### config.mk
export PLATFORM = sky130hd
export DESIGN_NAME = tls_sni_extractor
export DESIGN_NICKNAME = d
export VERILOG_FILES = /design/src/rtl/tls_sni_extractor.sv
export SDC_FILE = /design/constraint.sdc
export NUM_CORES = 1
export LEC_CHECK = 0
export CORE_MARGIN = 2
export CORE_UTILIZATION = 30
export DETAILED_ROUTE_END_ITERATION = 16
export PLACE_DENSITY = 0.51
export SLEW_MARGIN = 25
export SYNTH_ARGS = -nofsm -noshare
export SYNTH_HDL_FRONTEND = slang
export SYNTH_SLANG_ARGS = --single-unit
### constraint.sdc
create_clock -name i_clk -period 5.9 [get_ports i_clk]
set_input_delay 0.885 -clock i_clk [delete_from_list [all_inputs] [get_ports i_clk]]
set_output_delay 0.885 -clock i_clk [all_outputs]
set_load 0.005 [all_outputs]
### src/rtl/tls_sni_extractor.sv
// tls_sni_extractor: parses one TLS ClientHello per packet and streams the SNI host_name as byte pairs.
// Build option: define SNI_LOWERCASE_EN to fold ASCII uppercase host_name bytes to lowercase.
module tls_sni_extractor #(
   parameter int         MAX_SNI_LEN = 255,
   parameter logic [7:0] PAD_BYTE    = 8'h00
) (
   input  logic        i_clk,
   input  logic        i_rst,
   input  logic        i_byte_valid,
   input  logic [7:0]  i_byte,
   input  logic        i_byte_last,
   output logic        o_match_rst,
   output logic        o_match_data_valid,
   output logic [15:0] o_match_data,
   output logic        o_sni_done,
   output logic        o_sni_found,
   output logic        o_parse_err,
   output logic [15:0] o_sni_len
);
   typedef enum logic [4:0] {
      IDLE, REC_HDR, HS_HDR, FIXED, SID_LEN, SID_SKIP, CS_LEN, CS_SKIP, CM_LEN, CM_SKIP,
      EXT_TOT, EXT_TYPE, EXT_LEN, EXT_SKIP, LIST_LEN, NAME_TYPE, NAME_LEN, NAME, DONE, NOSNI, ERR
   } state_t;
   state_t      state_q, state_d, cur, nxt;
   logic [15:0] cnt_q, cnt_d, cnt, ext_q, ext_d, name_len_q, name_len_d, len_q, len_d, data_q, data_d;
   logic [15:0] val1, val2;
   logic [7:0]  acc_q, acc_d, hi_q, hi_d, nb;
   logic        typ0_q, typ0_d, half_q, half_d, fin_q, fin_d, mrst_q, mrst_d, dv_q, dv_d;
   logic        done_q, done_d, found_q, found_d, err_q, err_d, fe;
   // IDLE behaves as the first byte of the record header
   assign cur  = (state_q == IDLE) ? REC_HDR : state_q;
   assign cnt  = (state_q == IDLE) ? 16'd5 : cnt_q;
   assign fe   = cnt == 16'd1;
   assign val1 = {8'h00, i_byte};
   assign val2 = {acc_q, i_byte};
`ifdef SNI_LOWERCASE_EN
   assign nb = (i_byte >= 8'h41 && i_byte <= 8'h5A) ? (i_byte | 8'h20) : i_byte;
`else
   assign nb = i_byte;
`endif
   // next-state, field counting, pair packing and verdict generation
   always_comb begin
      state_d    = state_q;
      cnt_d      = cnt_q;
      acc_d      = acc_q;
      ext_d      = ext_q;
      typ0_d     = typ0_q;
      name_len_d = name_len_q;
      half_d     = half_q;
      hi_d       = hi_q;
      data_d     = data_q;
      nxt        = cur;
      fin_d      = 1'b0;
      mrst_d     = 1'b0;
      dv_d       = 1'b0;
      done_d     = fin_q;
      found_d    = fin_q;
      err_d      = 1'b0;
      len_d      = fin_q ? name_len_q : 16'd0;
      if (i_byte_valid) begin
         cnt_d = cnt - 16'd1;
         acc_d = i_byte;
         case (cur)
            REC_HDR: begin
               if (cnt == 16'd5 && i_byte != 8'h16) nxt = ERR;
               else if (fe) begin nxt = HS_HDR; cnt_d = 16'd4; end
            end
            HS_HDR: begin
               if (cnt == 16'd4 && i_byte != 8'h01) nxt = ERR;
               else if (fe) begin nxt = FIXED; cnt_d = 16'd34; end
            end
            FIXED:    if (fe) begin nxt = SID_LEN; cnt_d = 16'd1; end
            SID_LEN:  begin nxt = (val1 == 16'd0) ? CS_LEN : SID_SKIP; cnt_d = (val1 == 16'd0) ? 16'd2 : val1; end
            SID_SKIP: if (fe) begin nxt = CS_LEN; cnt_d = 16'd2; end
            CS_LEN:   if (fe) begin nxt = (val2 == 16'd0) ? CM_LEN : CS_SKIP; cnt_d = (val2 == 16'd0) ? 16'd1 : val2; end
            CS_SKIP:  if (fe) begin nxt = CM_LEN; cnt_d = 16'd1; end
            CM_LEN:   begin nxt = (val1 == 16'd0) ? EXT_TOT : CM_SKIP; cnt_d = (val1 == 16'd0) ? 16'd2 : val1; end
            CM_SKIP:  if (fe) begin nxt = EXT_TOT; cnt_d = 16'd2; end
            EXT_TOT: begin
               if (fe) begin
                  ext_d = val2;
                  nxt   = (val2 == 16'd0) ? NOSNI : EXT_TYPE;
                  cnt_d = 16'd2;
               end
            end
            EXT_TYPE: begin
               ext_d = ext_q - 16'd1;
               if (fe) begin typ0_d = val2 == 16'd0; nxt = EXT_LEN; cnt_d = 16'd2; end
            end
            EXT_LEN: begin
               ext_d = ext_q - 16'd1;
               if (fe) begin
                  nxt   = typ0_q ? LIST_LEN : (val2 != 16'd0) ? EXT_SKIP : (ext_q == 16'd1) ? NOSNI : EXT_TYPE;
                  cnt_d = (typ0_q || val2 == 16'd0) ? 16'd2 : val2;
               end
            end
            EXT_SKIP: begin
               ext_d = ext_q - 16'd1;
               if (fe) begin nxt = (ext_q == 16'd1) ? NOSNI : EXT_TYPE; cnt_d = 16'd2; end
            end
            LIST_LEN:  if (fe) begin nxt = NAME_TYPE; cnt_d = 16'd1; end
            NAME_TYPE: begin nxt = (i_byte != 8'h00) ? ERR : NAME_LEN; cnt_d = 16'd2; end
            NAME_LEN: begin
               if (fe && val2 > 16'(MAX_SNI_LEN)) nxt = ERR;
               else if (fe) begin
                  mrst_d     = 1'b1;
                  name_len_d = val2;
                  half_d     = 1'b0;
                  cnt_d      = val2;
                  nxt        = (val2 == 16'd0) ? DONE : NAME;
                  fin_d      = val2 == 16'd0;
               end
            end
            NAME: begin
               dv_d   = half_q | fe;
               data_d = half_q ? {hi_q, nb} : fe ? {nb, PAD_BYTE} : data_q;
               hi_d   = nb;
               half_d = !half_q && !fe;
               if (fe) begin nxt = DONE; fin_d = 1'b1; end
            end
            default: ;
         endcase
         if (i_byte_last) begin
            state_d = IDLE;
            cnt_d   = 16'd0;
            half_d  = 1'b0;
            if (nxt != DONE) begin
               done_d  = 1'b1;
               found_d = 1'b0;
               err_d   = nxt != NOSNI;
               len_d   = 16'd0;
            end
         end else state_d = nxt;
      end
   end
   // state and output registers, cleared asynchronously
   always_ff @(posedge i_clk or posedge i_rst) begin
      if (i_rst) begin
         state_q    <= IDLE;
         cnt_q      <= 16'd0;
         acc_q      <= 8'd0;
         ext_q      <= 16'd0;
         typ0_q     <= 1'b0;
         name_len_q <= 16'd0;
         half_q     <= 1'b0;
         hi_q       <= 8'd0;
         data_q     <= 16'd0;
         fin_q      <= 1'b0;
         mrst_q     <= 1'b0;
         dv_q       <= 1'b0;
         done_q     <= 1'b0;
         found_q    <= 1'b0;
         err_q      <= 1'b0;
         len_q      <= 16'd0;
      end else begin
         state_q    <= state_d;
         cnt_q      <= cnt_d;
         acc_q      <= acc_d;
         ext_q      <= ext_d;
         typ0_q     <= typ0_d;
         name_len_q <= name_len_d;
         half_q     <= half_d;
         hi_q       <= hi_d;
         data_q     <= data_d;
         fin_q      <= fin_d;
         mrst_q     <= mrst_d;
         dv_q       <= dv_d;
         done_q     <= done_d;
         found_q    <= found_d;
         err_q      <= err_d;
         len_q      <= len_d;
      end
   end
   assign o_match_rst        = mrst_q;
   assign o_match_data_valid = dv_q;
   assign o_match_data       = data_q;
   assign o_sni_done         = done_q;
   assign o_sni_found        = found_q;
   assign o_parse_err        = err_q;
   assign o_sni_len          = len_q;
endmodule

Yosys cells after proc, flatten, opt, wreduce, memory -nomap -nowiden
Index checks and enable logic that the tools add are counted.
Storage, ports and cells
  flip-flop bits (word level): 109
Cells by class
  reductions and logical operators: 25
  bitwise logic cells: 2
  equality and inequality tests: 28
  $lt $le $gt $ge: 1
  mux-type cells: 77
  $add $sub $neg: 2
Operator list (number)
  16-bit 2-to-1 mux: 21
  16-bit case mux with 9 select lines: 1
  5-bit 2-to-1 mux: 24
  5-bit case mux with 17 select lines: 1
  5-bit by 4-bit == test with 1-bit output (second input constant): 8
  16-bit by 1-bit == test with 1-bit output (second input constant): 2
  16-bit by 3-bit == test with 1-bit output (second input constant): 2
  16-bit logical NOT: 2
  16-bit case mux with 2 select lines: 1
  16-bit by 1-bit subtractor with 16-bit output (second input constant): 2
  1-bit 2-to-1 mux: 21
  5-bit by 3-bit == test with 1-bit output (second input constant): 4
  16-bit by 8-bit > comparator with 1-bit output (second input constant): 1
  16-bit nonzero test: 1
  5-bit by 2-bit == test with 1-bit output (second input constant): 2
  5-bit == test (second input constant): 2
  5-bit inequality test (second input constant): 2
  3-bit AND reduction: 3
  8-bit 2-to-1 mux: 1
  8-bit by 1-bit inequality test with 1-bit output (second input constant): 1
  8-bit by 5-bit inequality test with 1-bit output (second input constant): 1
  4-bit AND reduction: 2
  8-bit nonzero test: 1
  2-bit 2-to-1 mux: 3
  18 further kinds: 26

Longest topological paths before layout
Gate-level depths: netlist of run 1.
  word-level depth: 11
  mapped depth: 14

Least setup slack after synthesis of run 1
No wires, ideal clock.
  kind: input port to flip-flop
  from: input i_byte[5]
  to: register len_q[10], in the netlist o_sni_len[10]
  arrival: 3.288 ns
  setup time: 0.074 ns
  slack: 2.538 ns
  stages on the path: 10
  path through: buf_2 -> or4_1 -> buf_2 -> nor4_4 -> o21ai_2 -> or3_4 -> o31ai_4 -> buf_6 -> nand3_1 -> o21ai_2
Between the ends
  longest elaborated chain between the ends: 10
  elaborated cells on any way between the ends: 31
  classes of those cells: order compare (1); eq/ne (3); mux (20); reduce/logical (7)
Ends and longest elaborated chain
  start, declared: RTL line 10  | input logic [7:0] i_byte,
  branches (longest 4 deep; another with 16-bit by 8-bit > comparator with 1-bit output)
  5-bit case mux with 17 select lines *: RTL line 63  | case (cur)
  5-bit 2-to-1 mux *: RTL line 60  | if (i_byte_valid) begin
  5-bit inequality test *: RTL line 127  | if (nxt != DONE) begin
  16-bit 2-to-1 mux *: RTL line 127
  16-bit 2-to-1 mux *: RTL line 123  | if (i_byte_last) begin
  16-bit 2-to-1 mux *: RTL line 60
  net len_d[10]: RTL line 25  | logic [15:0] cnt_q, cnt_d, cnt, ext_q, ext_d, name_len_q, name_len_d, len_q, len_d, data_q, data_d;
  end signal, assigned: RTL line 171  | len_q <= len_d;
  end, declared: RTL line 25
Mark *: on every way through the listed nets, which the timed path passes. The select of a mux whose other input is x is not followed.
A chain may end at the register's enable or synchronous reset.

Worst setup path in the final report of run 1
  from: register cnt_q[7]
  to: register err_q, in the netlist o_parse_err
Between the ends
  longest elaborated chain between the ends: 10
  elaborated cells on any way between the ends: 31
  classes of those cells: eq/ne (5); mux (23); reduce/logical (3)
Ends and longest elaborated chain
  start, declared: RTL line 25
  start signal, assigned: RTL line 157  | cnt_q <= cnt_d;
  16-bit 2-to-1 mux *: RTL line 32  | assign cnt = (state_q == IDLE) ? 16'd5 : cnt_q;
  16-bit by 1-bit == test with 1-bit output, or another cell as far along: RTL line 33  | assign fe = cnt == 16'd1;
  5-bit 2-to-1 mux, or another cell as far along: RTL line 105  | else if (fe) begin
  5-bit 2-to-1 mux (on tied branches): RTL line 104, 65, 69
  5-bit case mux with 17 select lines *: RTL line 63
  5-bit 2-to-1 mux *: RTL line 60
  5-bit inequality test (on tied branches): RTL line 130, 127
  1-bit 2-to-1 mux *: RTL line 127
  1-bit 2-to-1 mux *: RTL line 123
  1-bit 2-to-1 mux *: RTL line 60
  net err_d: RTL line 29  | logic done_q, done_d, found_q, found_d, err_q, err_d, fe;
  end signal, assigned: RTL line 170  | err_q <= err_d;
  end, declared: RTL line 29
The timed path passes the listed nets; every way through them passes the cells marked *. The select of a mux whose other input is x is not followed.

==> results of run 1 <==
## state kept, by name (all words and copies together) (netlist names), 5 cells and up
| register | count |
|---|---|
| hi_q | 8 |
| o_match_data | 16 |
| name_len_q | 16 |
| state_q | 5 |
| ext_q | 16 |
| acc_q | 8 |
| o_sni_len | 16 |
| cnt_q | 16 |
## through the flow
stage,hold slack (ps),util
after CTS,487,0.350
final,482,0.350
after global routing,516,0.350
after floorplan,450,-
after detailed placement,470,0.336
after global placement,462,0.336
## cell usage after synthesis (4+ instances only)
master | instances | area share
inv_1 | 20 | 0.012
a31oi_1 | 4 | 0.0040
a21o_1 | 4 | 0.0047
buf_2 | 5 | 0.0040
o2bb2ai_1 | 11 | 0.015
nand2b_1 | 4 | 0.0040
nor2_1 | 50 | 0.030
nand2_1 | 44 | 0.026
a21boi_0 | 5 | 0.0059
nand4_1 | 6 | 0.0059
nor4_1 | 14 | 0.014
a2bb2oi_1 | 4 | 0.0055
clkbuf_1 | 42 | 0.025
xnor2_1 | 7 | 0.0097
a211oi_1 | 5 | 0.0059
o221ai_1 | 5 | 0.0069
or3_1 | 7 | 0.0069
o21a_1 | 4 | 0.0047
nand3_1 | 45 | 0.036
o22ai_1 | 9 | 0.0089
or4_1 | 8 | 0.0095
o21ai_0 | 83 | 0.066
nand4b_1 | 4 | 0.0055
o21ai_2 | 9 | 0.012
buf_1 | 7 | 0.0042
dfrtp_1 | 109 | 0.43
nor2b_1 | 15 | 0.015
mux2i_1 | 12 | 0.019
a21oi_1 | 38 | 0.030
nor3b_1 | 6 | 0.0071
a22o_1 | 13 | 0.018
mux2_2 | 22 | 0.039
nor3_1 | 24 | 0.019
a22oi_1 | 12 | 0.014
## kinds of logic (layout without fill, tap and decap cells)
family	count (synthesis)	after routing	share of synthesized area
adders and majority gates	3	3	0.00593
DFF	109	109	0.431
AOI/OAI and AO/OA	230	230	0.237
xor gates and xnor gates	9	9	0.0124
and+or+nand+nor	248	248	0.207
buffers and inverters	77	96	0.0490
muxes	34	34	0.0581
## area by class of cell
type | instances | share of cell area
inverters | 21 | 0.0111
clock buffers | 9 | 0.0308
flip-flops and latches | 109 | 0.373
multi-input cells | 524 | 0.451
clock inverters | 7 | 0.0106
well taps | 275 | 0.0470
repair buffers | 59 | 0.0769
## routing by layer
metal | up-vias | global-route usage
met2 | 274 | 0.278
met4 | 0 | 0.0776
met3 | 40 | 0.0291
met1 | 2773 | 0.246
li1 | 2662 | -
met5 | - | 0
## where the power goes
part | total [uW] | internal, uW | switching, uW
registers | 969 | 852 | 118
logic | 1160 | 442 | 722
clock network | 618 | 301 | 317
## final timing paths
check	end	slack [ps]	cells past startpoint
worst min-delay path	o_match_data[13]	480	2
worst min register to register	o_match_data[13]	480	2
min in group asynchronous	o_match_data[1]	1060	2
worst max-delay path	o_parse_err	1490	7
max in group asynchronous	ext_q[6]	3780	3
worst max register to register	o_parse_err	1490	7
## critical path, cell delays in order, from the launching register on
cell and delay [ps]:
dfrtp_1 440, nor4_1 750, nand4_1 470, nor2_1 880, o221ai_1 270, a211oi_1 450
nand4_2 640, nor2b_1 360
==> impl_metrics.env, run 1 <==
export IMPL_worst_skew_pair_late_latency_ps=360
export IMPL_maxCapViolCount=0
export IMPL_core_area_sq_um=20900
export IMPL_r2r_start="cnt_q[7]"
export IMPL_wl_met2_mm=8.95
export IMPL_ys_flop_type="dfrtp_1"
export IMPL_drtAntennaViolNets=0
export IMPL_met3_length_mm=1.26
export IMPL_die_area_sq_um=22300
export IMPL_place_gp_congestion=1.01
export IMPL_dr_pass1_iters=5
export IMPL_vias_per_cell=5.73
export IMPL_cts_made_buffers=9
export IMPL_hold_path_startpoint="o_match_data[13]"
export IMPL_met1_length_mm=8.48
export IMPL_ios=49
export IMPL_synth_enable_flop_cells=0
export IMPL_layout_commonest_cell="dfrtp_1"
export IMPL_crit_fanout=19
export IMPL_setup_tns_ps=0
export IMPL_layout_setup_ws_ps=1490
export IMPL_drt_wl_total_mm=19.3
export IMPL_crit_path_end_kind="flop"
export IMPL_worstPathRequired_ps=6130
export IMPL_hold_viol=0
export IMPL_ys_seq_elements=109
export IMPL_nets=739
export IMPL_place_area_sq_um=7010
export IMPL_report_final_slew_viol_count=0
export IMPL_synthArstFlopShare=1.00
export IMPL_yosysSeqAreaShare=0.431
export IMPL_vias=5749
export IMPL_dpl_worst_slack_ps=1260
export IMPL_grt_pass1_vias=5504
export IMPL_fin_area_sq_um=7320
export IMPL_gr_total_overflow=0
export IMPL_dpl_hpwl_mm=13.3
export IMPL_multi_input_area_sq_um=3300
export IMPL_cts_hold_buffers=0
export IMPL_fin_cells=1004
export IMPL_grt_max_degree=72
export IMPL_seq_area_sq_um=2730
export IMPL_drive_gt1_frac=0.0960
export IMPL_track_usage=0.179
export IMPL_critPathKind="reg -> reg"
export IMPL_cts_tree="done"
export IMPL_ys_types=66
export IMPL_rsz0062_at_grt="false"
export IMPL_start_kind="flop"
export IMPL_finalSetupViolCount=0
export IMPL_rows=53
export IMPL_startpoint="cnt_q[7]"
export IMPL_start_util=0.303
export IMPL_peakVddDrop_uv=176
export IMPL_cts_sinks=109
export IMPL_max_freq_mhz=227
export IMPL_fin_skew_ps=9.73
export IMPL_syn_area_per_cell_sq_um=8.92
export IMPL_layout_common_cells="dfrtp_1 (108), o21ai_0 (83), nor2_1 (49)"
export IMPL_grt_pass1_wl_mm=31.1
export IMPL_antenna_found_initial=0
export IMPL_synth_cell_area_sq_um=6330
export IMPL_hold_path_class="reg -> reg"
export IMPL_cts_htree_levels=3
export IMPL_crit_arrival_ps=4640
export IMPL_cts_resized=0
export IMPL_num_antenna_cells=0
export IMPL_synth_nets=725
export IMPL_fp_dieW_um=149
export IMPL_route_detailed_drc=0
export IMPL_power_per_cell_area_nw_per_um2=376
export IMPL_fp_dieH_um=149
export IMPL_avgRoutedWirePerCell_um=19.2
export IMPL_worstMarginPinSlew_ps=976
export IMPL_port_buffers=48
export IMPL_power_leakage_uw=0.00289
export IMPL_dp_cells=988
export IMPL_syn2layout_area_growth_pct=15.6
export IMPL_max_slew_margin=0.347
export IMPL_cts_setup_buffers=0
export IMPL_outcome="complete, no violations"
export IMPL_clock_path_buffers=2
export IMPL_clkTransAtPathRegs_ps=80
export IMPL_synth_cells=710
export IMPL_post_route_min_period_ps=4410
export IMPL_dr_first_iter_drc_count=643
export IMPL_top_layer="met4"
export IMPL_fin_total_pwr_uw=2750
export IMPL_fillers=2102
export IMPL_yosys_warnings=0
export IMPL_fin_crit_sh=0.748
export IMPL_cts_root_buf="clkbuf_16"
Power figures use the tool's default switching activity.
==> run 2: changes to the inputs <==
PLACE_DENSITY = 0.52   (was 0.51)
clock period = 4 ns   (was 5.9 ns; I/O delays follow)
==> run 2 against run 1 <==
First-iteration DRC count decreased by 4.5%. Via count decreased by 0.37%. Highest routed layer unchanged. Hold slack got worse by 1.0 ps. Register-to-register slack got worse by 780 ps. Combinational power increased by 53%. Power increased by 53%. Clock skew about the same. Critical path type is now in -> reg.
==> impl_metrics.env, run 2 (synthesized netlist as in run 1, its figures left out) <==
export IMPL_dr_pass1_iters=5
export IMPL_grt_pass1_vias=5417
export IMPL_gr_total_overflow=0
export IMPL_hold_path_startpoint="o_match_data[12]"
export IMPL_clock_path_buffers=2
export IMPL_core_area_sq_um=20900
export IMPL_whs_path_depth=2
export IMPL_finalSetupViolCount=0
export IMPL_cts_resized=0
export IMPL_outcome="complete, no violations"
export IMPL_peakVddDrop_uv=243
export IMPL_max_slew_margin=0.341
export IMPL_layout_common_cells="dfrtp_1 (108), o21ai_0 (83), nor2_1 (49)"
export IMPL_fin_util=0.360
export IMPL_crit_arrival_ps=3610
export IMPL_report_final_slew_viol_count=0
export IMPL_grt_max_degree=56
export IMPL_setup_tns_ps=0
export IMPL_fin_skew_ps=9.69
export IMPL_cts_made_buffers=9
export IMPL_worstMarginPinSlew_ps=985
export IMPL_place_gp_congestion=1.03
export IMPL_power_leakage_uw=0.00301
export IMPL_post_route_min_period_ps=3350
export IMPL_antenna_found_initial=0
export IMPL_fp_dieH_um=149
export IMPL_fin_crit_sh=0.837
export IMPL_die_area_sq_um=22300
export IMPL_ios=49
export IMPL_cts_setup_buffers=0
export IMPL_crit_path_end_kind="flop"
export IMPL_dpl_hpwl_mm=13.6
export IMPL_cts_tree="done"
export IMPL_start_kind="input port"
export IMPL_clkTransAtPathRegs_ps=70
export IMPL_r2r_end="o_sni_len[4]"
export IMPL_min_to="o_match_data[12]"
export IMPL_r2r_start="state_q[4]"
export IMPL_maxCapViolCount=0
export IMPL_hold_viol=0
export IMPL_rsz0062_at_grt="false"
export IMPL_route_detailed_drc=0
export IMPL_power_per_cell_area_nw_per_um2=559
export IMPL_port_buffers=48
export IMPL_syn2layout_area_growth_pct=18.9
export IMPL_critPathKind="in -> reg"
export IMPL_rrSetupSlack_ps=710
export IMPL_worst_skew_pair_late_latency_ps=360
export IMPL_worstPathRequired_ps=4270
export IMPL_cts_sinks=109
export IMPL_track_usage=0.181
export IMPL_drtAntennaViolNets=0
export IMPL_cts_htree_levels=3
export IMPL_start_util=0.303
export IMPL_drt_wl_total_mm=19.7
export IMPL_hold_path_class="reg -> reg"
export IMPL_avgRoutedWirePerCell_um=19.2
export IMPL_cts_root_buf="clkbuf_16"
export IMPL_fp_dieW_um=149
export IMPL_rows=53
export IMPL_vias_per_cell=5.58
export IMPL_grt_pass1_wl_mm=31.3
export IMPL_max_freq_mhz=299
export IMPL_drive_gt1_frac=0.123
export IMPL_layout_commonest_cell="dfrtp_1"
export IMPL_rr_worst_depth=13
export IMPL_num_antenna_cells=0
export IMPL_vias=5728
export IMPL_cts_hold_buffers=0
export IMPL_crit_fanout=19
export IMPL_nets=761
export IMPL_dr_first_iter_drc_count=614
-- run 2: cell count changes in the layout (fill, tap and decap cells not counted), sizes merged --
| cell | change |
|---|---|
| clkinv | -2 |
| inv | -2 |
| clkinvlp | +1 |
| clkbuf | +1 |
| bufinv | +2 |
| buf | +22 |
-- run 2: cell type report --
class	count	area (sq um)
Sequential cell	109	2730
Tap cell	275	344
Timing Repair Buffer	81	741
Clock inverter	6	95.1
Clock buffer	10	239
Fill cell	2159	13400
Inverter	21	81.3
Multi-Input combinational cell	524	3300
-- run 2: power breakdown --
group	internal [uW]	switching (uW)
Clock	572	434
Sequential	1260	170
Combinational	695	1080
-- run 2: how the worst max path moves through the flow --
stage / end / slack (ps) / startpoint
2_1_floorplan: acc_q[0] / 530 / i_rst
3_3_place_gp: o_sni_done / 220 / i_byte[7]
3_5_place_dp: o_sni_done / 330 / i_byte[7]
4_1_cts: o_sni_done / 690 / i_byte[7]
5_1_grt: o_sni_len[0] / 500 / state_q[4]
6_report: o_sni_len[4] / 650 / i_byte[7]
-- run 2: worst max-delay path, cell delays in order --
cell             delay (ps)
clkdlybuf4s50_1         490
buf_4                   230
nor4_1                  360
nand4_1                 380
o21ai_0                 390
a211oi_1                120
a211oi_1                420
nand4_2                 140
buf_4                   240
o21ai_0                 230
-- run 2: metrics by stage --
stage	worst slack [ps]	cell area [sq um]	std cells	total power, uW	hold slack (ps)
finish	653	7530	1026	4200	481
global route	503	7530	1026	4460	502
CTS	694	7520	1026	4200	489
detailed placement	328	7190	1010	3180	473
global placement	221	7190	1010	3200	464
floorplan	526	6330	710	2640	450
-- run 2: layer usage --
layer,up-vias,share of wire,global-route usage
met5,-,0,0
met4,0,0.026,0.0633
met3,39,0.072,0.0413
met2,238,0.43,0.263
met1,2749,0.47,0.263
li1,2702,-,-
